--- src/rtl/mem_port_arbiter_pkg.sv ---
// Shared types and constants for the unified memory port arbiter.
// Latency: n/a (types, constants and pure helper functions only).
// Backpressure: n/a.
package mem_port_arbiter_pkg;

    typedef enum logic [2:0] {
        MEM_READ_NONE   = 3'd0,
        MEM_READ_BYTE   = 3'd1,
        MEM_READ_HALF   = 3'd2,
        MEM_READ_WORD   = 3'd3,
        MEM_READ_BYTE_U = 3'd4,
        MEM_READ_HALF_U = 3'd5
    } mem_read_t;

    typedef enum logic [1:0] {
        MEM_WRITE_NONE = 2'd0,
        MEM_WRITE_BYTE = 2'd1,
        MEM_WRITE_HALF = 2'd2,
        MEM_WRITE_WORD = 2'd3
    } mem_write_t;

    typedef enum logic [1:0] {IDLE, BUSY, RESP, ERR} arb_state_t;
    typedef enum logic {OWNER_IF, OWNER_LS} arb_owner_t;

    localparam logic [31:0] BAD_VAL       = 32'hDEAD_BEEF;
    localparam logic [31:0] ROM_BASE_ADDR = 32'h0000_0000;
    localparam logic [31:0] ROM_END_ADDR  = 32'h0000_1000;
    localparam logic [31:0] RAM_BASE_ADDR = 32'h0000_1000;
    localparam logic [31:0] RAM_END_ADDR  = 32'h0000_3000;

    // Transaction latched at grant and held stable for the whole access.
    typedef struct packed {
        arb_owner_t  owner;
        mem_read_t   rd;
        mem_write_t  wr;
        logic [31:0] addr;
        logic [31:0] wdata;
    } arb_req_t;

    // Half-open range test; the subtraction keeps it correct for a zero base.
    function automatic logic in_range(input logic [31:0] addr,
                                      input logic [31:0] base,
                                      input logic [31:0] lim);
        return (addr - base) < (lim - base);
    endfunction

    function automatic logic misaligned(input logic [1:0] off,
                                        input mem_read_t  rd,
                                        input mem_write_t wr);
        logic is_word;
        logic is_half;
        is_word = (rd == MEM_READ_WORD) || (wr == MEM_WRITE_WORD);
        is_half = (rd == MEM_READ_HALF) || (rd == MEM_READ_HALF_U) || (wr == MEM_WRITE_HALF);
        return (is_word && (off != 2'b00)) || (is_half && off[0]);
    endfunction

endpackage

--- src/rtl/mem_port_arbiter_lane_align.sv ---
// Byte-lane steering: byte enables, store replication, load extraction/extension.
// Latency: purely combinational.
// Backpressure: none; follows its inputs.
module mem_lane_align
    import mem_port_arbiter_pkg::*;
(
    input  logic [1:0]  off,
    input  mem_read_t   rd,
    input  mem_write_t  wr,
    input  logic [31:0] wdata_raw,
    input  logic [31:0] rdata_raw,
    output logic [3:0]  be,
    output logic [31:0] wdata,
    output logic [31:0] rdata
);

    logic [31:0] lane;

    assign lane = rdata_raw >> {off, 3'b000};

    always_comb begin
        be    = 4'b1111;
        wdata = '0;
        case (wr)
            MEM_WRITE_BYTE: begin
                be    = 4'b0001 << off;
                wdata = {4{wdata_raw[7:0]}};
            end
            MEM_WRITE_HALF: begin
                be    = 4'b0011 << off;
                wdata = {2{wdata_raw[15:0]}};
            end
            MEM_WRITE_WORD: begin
                wdata = wdata_raw;
            end
            default: ;
        endcase
    end

    // Stores (rd == NONE) return zero.
    always_comb begin
        rdata = '0;
        case (rd)
            MEM_READ_BYTE:   rdata = {{24{lane[7]}}, lane[7:0]};
            MEM_READ_BYTE_U: rdata = {24'h0, lane[7:0]};
            MEM_READ_HALF:   rdata = {{16{lane[15]}}, lane[15:0]};
            MEM_READ_HALF_U: rdata = {16'h0, lane[15:0]};
            MEM_READ_WORD:   rdata = rdata_raw;
            default:         rdata = '0;
        endcase
    end

endmodule

--- src/rtl/mem_port_arbiter.sv ---
// Round-robin IF/LS arbiter onto the single ROM/RAM port, one transaction in flight.
// Latency: grant T, mem_req T+1, rvalid >= T+2; at most one transaction per 3 cycles.
// Backpressure: requesters hold req until gnt; memory stalls via mem_ready_i (watchdog bounded).
module mem_port_arbiter
    import mem_port_arbiter_pkg::*;
#(
    parameter int MEM_LAT_MAX = 16
) (
    input  logic        clk,
    input  logic        rst_n,
    input  logic        if_req_i,
    input  logic [31:0] if_addr_i,
    output logic        if_gnt_o,
    output logic        if_rvalid_o,
    output logic [31:0] if_rdata_o,
    output logic        if_err_o,
    input  logic        ls_req_i,
    input  logic [31:0] ls_addr_i,
    input  logic [2:0]  ls_read_i,
    input  logic [1:0]  ls_write_i,
    input  logic [31:0] ls_wdata_i,
    output logic        ls_gnt_o,
    output logic        ls_rvalid_o,
    output logic [31:0] ls_rdata_o,
    output logic        ls_err_o,
    output logic        mem_req_o,
    output logic [31:0] mem_addr_o,
    output logic        mem_we_o,
    output logic [3:0]  mem_be_o,
    output logic [31:0] mem_wdata_o,
    input  logic        mem_ready_i,
    input  logic [31:0] mem_rdata_i
);

    localparam int              WD_W    = (MEM_LAT_MAX > 1) ? $clog2(MEM_LAT_MAX) : 1;
    localparam bit              WD_EN   = (MEM_LAT_MAX > 0);
    localparam logic [WD_W-1:0] WD_LAST = WD_W'((MEM_LAT_MAX > 0) ? MEM_LAT_MAX - 1 : 0);

    arb_state_t      state_q, state_d;
    arb_owner_t      last_owner_q, last_owner_d;
    arb_req_t        req_q, req_d, new_req;
    logic [31:0]     rdata_q, rdata_d;
    logic [WD_W-1:0] wd_cnt_q, wd_cnt_d;

    mem_read_t   ls_rd;
    mem_write_t  ls_wr;
    logic        ls_type_ok;
    logic        grant_if, grant_ls;
    logic        chk_fail;
    logic [3:0]  lane_be;
    logic [31:0] lane_wdata, lane_rdata;

    assign ls_rd      = mem_read_t'(ls_read_i);
    assign ls_wr      = mem_write_t'(ls_write_i);
    assign ls_type_ok = (ls_rd != MEM_READ_NONE) ^ (ls_wr != MEM_WRITE_NONE);

    // On a conflict the port goes to whoever did not own it last.
    assign grant_ls = (state_q == IDLE) && rst_n && ls_req_i &&
                      (!if_req_i || (last_owner_q == OWNER_IF));
    assign grant_if = (state_q == IDLE) && rst_n && if_req_i && !grant_ls;

    always_comb begin
        new_req = '0;
        if (grant_ls) begin
            new_req.owner = OWNER_LS;
            new_req.rd    = ls_rd;
            new_req.wr    = ls_wr;
            new_req.addr  = ls_addr_i;
            new_req.wdata = ls_wdata_i;
        end else begin
            new_req.owner = OWNER_IF;
            new_req.rd    = MEM_READ_WORD;
            new_req.wr    = MEM_WRITE_NONE;
            new_req.addr  = if_addr_i;
            new_req.wdata = '0;
        end
    end

    always_comb begin
        chk_fail = !in_range(new_req.addr, ROM_BASE_ADDR, RAM_END_ADDR);
        if (grant_ls && !ls_type_ok) begin
            chk_fail = 1'b1;
        end
        if (misaligned(new_req.addr[1:0], new_req.rd, new_req.wr)) begin
            chk_fail = 1'b1;
        end
        if ((new_req.wr != MEM_WRITE_NONE) && in_range(new_req.addr, ROM_BASE_ADDR, ROM_END_ADDR)) begin
            chk_fail = 1'b1;
        end
    end

    mem_lane_align u_lane_align (
        .off       (req_q.addr[1:0]),
        .rd        (req_q.rd),
        .wr        (req_q.wr),
        .wdata_raw (req_q.wdata),
        .rdata_raw (mem_rdata_i),
        .be        (lane_be),
        .wdata     (lane_wdata),
        .rdata     (lane_rdata)
    );

    always_comb begin
        state_d      = state_q;
        last_owner_d = last_owner_q;
        req_d        = req_q;
        rdata_d      = rdata_q;
        wd_cnt_d     = wd_cnt_q;
        if_gnt_o     = grant_if;
        ls_gnt_o     = grant_ls;
        if_rvalid_o  = 1'b0;
        if_rdata_o   = '0;
        if_err_o     = 1'b0;
        ls_rvalid_o  = 1'b0;
        ls_rdata_o   = '0;
        ls_err_o     = 1'b0;
        mem_req_o    = 1'b0;
        mem_addr_o   = '0;
        mem_we_o     = 1'b0;
        mem_be_o     = '0;
        mem_wdata_o  = '0;

        case (state_q)
            IDLE: begin
                if (grant_if || grant_ls) begin
                    req_d        = new_req;
                    last_owner_d = new_req.owner;
                    rdata_d      = '0;
                    wd_cnt_d     = '0;
                    state_d      = chk_fail ? ERR : BUSY;
                end
            end
            BUSY: begin
                mem_req_o   = 1'b1;
                mem_addr_o  = {req_q.addr[31:2], 2'b00};
                mem_we_o    = (req_q.wr != MEM_WRITE_NONE);
                mem_be_o    = lane_be;
                mem_wdata_o = lane_wdata;
                // A completion in the last watchdog cycle still wins.
                if (mem_ready_i) begin
                    rdata_d = lane_rdata;
                    state_d = RESP;
                end else if (WD_EN && (wd_cnt_q == WD_LAST)) begin
                    state_d = ERR;
                end else begin
                    wd_cnt_d = wd_cnt_q + 1'b1;
                end
            end
            RESP: begin
                if (req_q.owner == OWNER_LS) begin
                    ls_rvalid_o = 1'b1;
                    ls_rdata_o  = rdata_q;
                end else begin
                    if_rvalid_o = 1'b1;
                    if_rdata_o  = rdata_q;
                end
                state_d = IDLE;
            end
            ERR: begin
                if (req_q.owner == OWNER_LS) begin
                    ls_rvalid_o = 1'b1;
                    ls_rdata_o  = BAD_VAL;
                    ls_err_o    = 1'b1;
                end else begin
                    if_rvalid_o = 1'b1;
                    if_rdata_o  = BAD_VAL;
                    if_err_o    = 1'b1;
                end
                state_d = IDLE;
            end
            default: state_d = IDLE;
        endcase
    end

    always_ff @(posedge clk or negedge rst_n) begin
        if (!rst_n) begin
            state_q      <= IDLE;
            last_owner_q <= OWNER_IF;
            req_q        <= '0;
            rdata_q      <= '0;
            wd_cnt_q     <= '0;
        end else begin
            state_q      <= state_d;
            last_owner_q <= last_owner_d;
            req_q        <= req_d;
            rdata_q      <= rdata_d;
            wd_cnt_q     <= wd_cnt_d;
        end
    end

endmodule

--- config.mk ---
export PLATFORM = sky130hd
export DESIGN_NAME = mem_port_arbiter
export DESIGN_NICKNAME = d
export VERILOG_FILES = /design/src/rtl/mem_port_arbiter_pkg.sv /design/src/rtl/mem_port_arbiter_lane_align.sv /design/src/rtl/mem_port_arbiter.sv
export SDC_FILE = /design/constraint.sdc
export NUM_CORES = 1
export LEC_CHECK = 0
export CELL_PAD_IN_SITES_DETAIL_PLACEMENT = 1
export CELL_PAD_IN_SITES_GLOBAL_PLACEMENT = 2
export CORE_MARGIN = 2
export CORE_UTILIZATION = 25
export DETAILED_ROUTE_END_ITERATION = 12
export PLACE_DENSITY_LB_ADDON = 0.15
export SETUP_SLACK_MARGIN = 0.2
export SYNTH_ARGS = -nofsm -noshare
export SYNTH_HDL_FRONTEND = slang
export SYNTH_SLANG_ARGS = --single-unit
--- constraint.sdc ---
create_clock -name clk -period 3 [get_ports clk]
set_input_delay 0.6 -clock clk [delete_from_list [all_inputs] [get_ports clk]]
set_output_delay 0.6 -clock clk [all_outputs]
set_load 0.05 [all_outputs]
### Word-level counts from Yosys, hierarchy flattened

Cells that the tools add are included.
W data, S select, Z words.

| word-level totals | value |
|---|---|
| flip-flop bits (word level) | 108 |
| output and inout bits | 140 |
| logic and storage cells | 105 |

| cells by class | value |
|---|---|
| $add $sub $neg | 1 |
| order comparisons | 2 |
| equality and inequality tests | 22 |
| shifts and indexed selects | 3 |
| multiplexer cells | 36 |
| bitwise logic cells | 2 |
| reduce and logical (&&, ||, !) cells | 31 |

Operator list:

| operator | number |
|---|---|
| $mux W32 | 8 |
| $pmux W32 S2 | 3 |
| $pmux W32 S5 | 1 |
| $pmux W32 S3 | 1 |
| $mux W70 | 1 |
| $lt A32 B13 Y1 const B | 1 |
| $lt A32 B14 Y1 const B | 1 |
| $shr A32 B5 Y16 | 1 |
| $mux W4 | 4 |
| $pmux W4 S2 | 2 |
| $eq A2 B2 Y1 const B | 6 |
| $eq A3 B2 Y1 const B | 4 |
| $mux W1 | 11 |
| $reduce_bool A2 Y1 | 5 |
| $eq A3 B3 Y1 const B | 3 |
| $logic_and A1 B1 Y1 | 9 |
| $mux W2 | 4 |
| $logic_or A1 B1 Y1 | 6 |
| $ne A2 B2 Y1 const B | 3 |
| $pmux W2 S3 | 1 |
| $add A4 B1 Y4 const B | 1 |
| $eq A2 B1 Y1 const B | 2 |
| $eq A4 B4 Y1 const B | 1 |
| $logic_not A1 Y1 | 4 |
| other kinds (13) | 14 |

### Logic depth before layout (Yosys ltp)

| logic depth | value |
|---|---|
| depth after elaboration | 15 |
| mapped depth | 7 |
| gate-level depth less buffers | 5 |

### Cells and area by module

A second synthesis with hierarchy kept.

| unflattened totals | value |
|---|---|
| cells, all modules | 848 |
| area, all modules | 6749.0 µm² |

Modules (own cells, without submodules):

| module | instances | cells each | area an instance (µm²) | sequential area each (µm²) |
|---|---|---|---|---|
| mem_port_arbiter | 1 | 644 | 5436.5 | 2702.6 |
| mem_lane_align | 1 | 204 | 1312.5 | 0.0 |

### Worst setup path before layout

No wires, ideal clock.

| timing | value |
|---|---|
| path type | register to output |
| start | register state_q[1] |
| end | output port mem_wdata_o[14] |
| arrival time | 1.942 ns |
| required time | 2.400 ns |
| path slack | 0.458 ns |
| stages on the path, launching flop included | 7 |
| cells stage by stage | dfrtp_1 -> nand2b_1 -> inv_2 -> nand2b_1 -> buf_2 -> buf_1 -> a21oi_1 |

| on the way | value |
|---|---|
| longest elaborated chain between the ends | 2 |

Ends and longest elaborated chain:

| element | line | text |
|---|---|---|
| start: declaration | mem_port_arbiter.sv:39 | `arb_state_t state_q, state_d;` |
| start signal: assignment | mem_port_arbiter.sv:183 | `state_q <= state_d;` |
| $eq A2 B1 Y1 | mem_port_arbiter.sv:123 | `case (state_q)` |
| $mux W32 | mem_port_arbiter.sv:123 |  |
| end: declaration | mem_port_arbiter.sv:30 | `output logic [31:0] mem_wdata_o,` |

Every way passes these cells.

### Worst setup path after layout

| timing | value |
|---|---|
| start | register state_q[1] |
| end | output port mem_wdata_o[20] |

The elaborated chain is that of the path after synthesis.

==> flow_summary_export.csv <==
group,metric,value,unit
run_status,outcome,"completed",
synth,yosys.area.top_type,"dfrtp_1",
critical_path,path_class,"flip-flop to primary output",
critical_path,crit_family,"simple AND/OR/NAND/NOR gates",
routing,avgRoutedWirePerCell,19.5,µm
timing,tns,0,ns
floorplanning,core,24500,µm²
routing,drtIter0Drc,272,
timing,fin_crit_sh,0.889,
cts,hold_buffers,0,
grt,antenna_found_initial,2,
synth,ys.warnings.count,0,
cells_and_area,final_nets,1137,
critical_path,cp_num_buf_inv,2,
cts,htree_levels,3,
synth,syn_avg_cell_area,8.42,µm²
floorplanning,initial_utilization,0.255,
cts,clock_path_buffers,2,
cts,cts_buffers,9,
routing,ant_nets,0,
timing,slew_headroom,0.409,
placed_design,place.gp.congestion,0.787,
cts,cts_tree,"done",
critical_path,cp_slowest_cell,"dfrtp_1",
routing,dr.pass1.iters,4,
hold_path,hp-class,"input port to asynchronous set/reset pin",
synth,yosysSeqAreaShare,0.433,
synth,synth_top_cell_area_share,0.433,
grt,grt_start_max_net_pins,67,
cells_and_area,filler_cell_count,2806,
synth,yosysMostFrequentCell,"nor2_1",
critical_path,path_max_fanout,8,
floorplanning,rows,57,
floorplanning,ioPinCount,278,
critical_path,crit_chain,"nand2b_1, inv_2, nand2b_1, nor2_2, a22o_1, buf_12",
critical_path,endpoint_kind,"primary output",
pwr,peakVddDrop,375,µV
cts,postCtsSetupRepairBufs,0,
cells_and_area,layout-drive-gt1-share,0.190,
timing,hold_violations,0,
grt,grt_pass1_wl,40500,µm
critical_path,worstPathRequired,2.40,ns
critical_path,crit-reg2reg-capture,"rdata_q[19]",
synth,synth_cells,742,
synth,synth_edf_count,0,
placed_design,hpwlAfterDp,19300,µm
timing,layout_min_cycle_time,2.67,ns
timing,fmax,375,MHz
critical_path,slowest_delay,0.45,ns
critical_path,arrival,2.07,ns
cells_and_area,area_growth,65.3,%
placed_design,placed_cell_area,10000,µm²
floorplanning,die_area,26300,µm²
critical_path,cp_common_cell,"nand2b_1",
cts,clk_latency,0.35,ns
synth,synth_seq_cells,108,
critical_path,cp-start-kind,"flip-flop",
timing,setup_viol_count_final,0,
synth,yosys-top-cells-count,"nor2_1 (116), dfrtp_1 (108), nand2_1 (99)",
pwr,power.density,857,nW/µm²
synth,synthArstFlopShare,1.00,
timing,drv_slew,0,
synth,ys.flop_type,"dfrtp_1",
flow_run,max_cap_violations,0,
synth,ys_top_cells_by_area,"dfrtp_1 (43%), nor2_1 (7.0%), nand2_1 (5.9%)",
grt,grt_util_all_layers,0.197,
timing,clock_skew,0.00658,ns
critical_path,path_depth,6,
cts,clk_transition_reported_paths,0.07,ns
critical_path,r2r_cells,4,
grt,grt_overflow,0,
routing,route.vias.total,6475,
cells_and_area,final_design_area_no_fill,10300,µm²
routing,drcViolationCount,0,
critical_path,worstReg2RegStart,"req_q[33]",
synth,post_synth_num_cell_types,53,
timing,worstMarginPinSlew,0.887,ns
floorplanning,die_h,162,µm
synth,syn_area,6250,µm²
critical_path,r2r_slack,0.70,ns
routing,wl,25900,µm
grt,grt_pass1_vias,6959,
pwr,leakage,4.39,nW
timing,rsz0062_at_grt,"false",
floorplanning,die_x,162,µm
cts,clock_sinks,108,
cts,root_buffer,"clkbuf_16",
placed_design,portBuffers,275,
routing,vias_per_cell,4.89,
worst reg2reg max path: stages, from the launching register on:
cell	delay, ns
dfrtp_1	0.70
mux4_2	0.65
and3_4	0.22
a31oi_4	0.43
o21ai_0	0.16
final cells by class:
type / instances / area, µm² / share of cell area
multi-input cells: 559 / 3240 / 0.314
flip-flops and latches: 108 / 2700 / 0.262
diodes: 2 / 5.00 / 0.000485
clock inverters: 5 / 77.6 / 0.00751
well taps: 324 / 405 / 0.0393
clock buffers: 10 / 229 / 0.0222
repair buffers: 300 / 3610 / 0.349
inverters: 16 / 60.1 / 0.00582
placed cells by master, fill, tap and decap left out, types with 3 or more instances in the layout:
cell type        count
clkdlybuf4s50_1    137
nor2_1             114
dfrtp_1            108
nand2_1             99
buf_4               82
buf_12              81
and2_1              47
a21oi_1             41
a22o_1              41
a22oi_1             38
a31oi_1             34
o21ai_0             19
o2bb2ai_1           15
inv_1               13
and3_1              11
mux2i_1             10
nor4_1               9
o21ai_1              9
clkbuf_16            9
o31ai_1              7
nand2b_1             6
ha_1                 5
a211oi_1             4
nand3_1              4
nor2b_1              3
nand4_1              3
nor3_1               3
o311ai_0             3
power by group:
part           total (mW)  switching [mW]  internal, mW
logic                4.99            2.99          2.00
registers            2.56           0.521          2.03
clock network        1.30           0.571         0.727
total                8.85            4.09          4.76
registers in the layout (all words and copies together), names as in the netlist:
signal	flops
rdata_q	32
state_q	2
wd_cnt_q	4
req_q	70
worst max path at each step:
| stage | start | end | slack [ns] |
|---|---|---|---|
| floorplan | state_q[1] | mem_wdata_o[14] | 0.46 |
| finish | state_q[1] | mem_wdata_o[20] | 0.33 |
| global route | state_q[1] | mem_wdata_o[22] | 0.23 |
| global placement | mem_rdata_i[31] | rdata_q[21] | 0.38 |
| detailed placement | mem_rdata_i[31] | rdata_q[19] | 0.37 |
| CTS | state_q[1] | mem_wdata_o[20] | 0.20 |
metal layers:
metal	vias up	wire length (µm)	global-route usage
met2	197	12300	0.330
li1	3131	-	-
met1	3128	11600	0.258
met5	-	0	0
met3	19	1710	0.0501
met4	0	288	0.0410
cells by family after synthesis:
logic type / count (synthesis) / share of synthesized area
DFF: 108 / 0.433
AOI/OAI and AO/OA: 224 / 0.249
muxes: 11 / 0.0196
and+or+nand+nor: 316 / 0.235
other: 1 / 0.000600
adders and majority gates: 5 / 0.0100
xor gates and xnor gates: 1 / 0.00140
buffers and inverters: 76 / 0.0519
stage by stage:
stage               instances  worst slack [ns]  hold WS, ns  utilization  total power, mW
global placement         1307             0.380        0.479        0.409             7.56
finish                   1324             0.334        0.427        0.422             8.85
floorplan                 743             0.458        0.304            -             5.45
detailed placement       1307             0.368        0.475        0.409             7.61
CTS                      1322             0.204        0.458        0.422             8.95
global route             1323             0.229        0.479        0.422             9.45
repair_timing:
item,CTS,global route
resized for setup,0,3
hold endpoints to repair,0,0
endpoints found under the setup margin,0,16
Note: power is estimated with default switching activity, not from simulation.
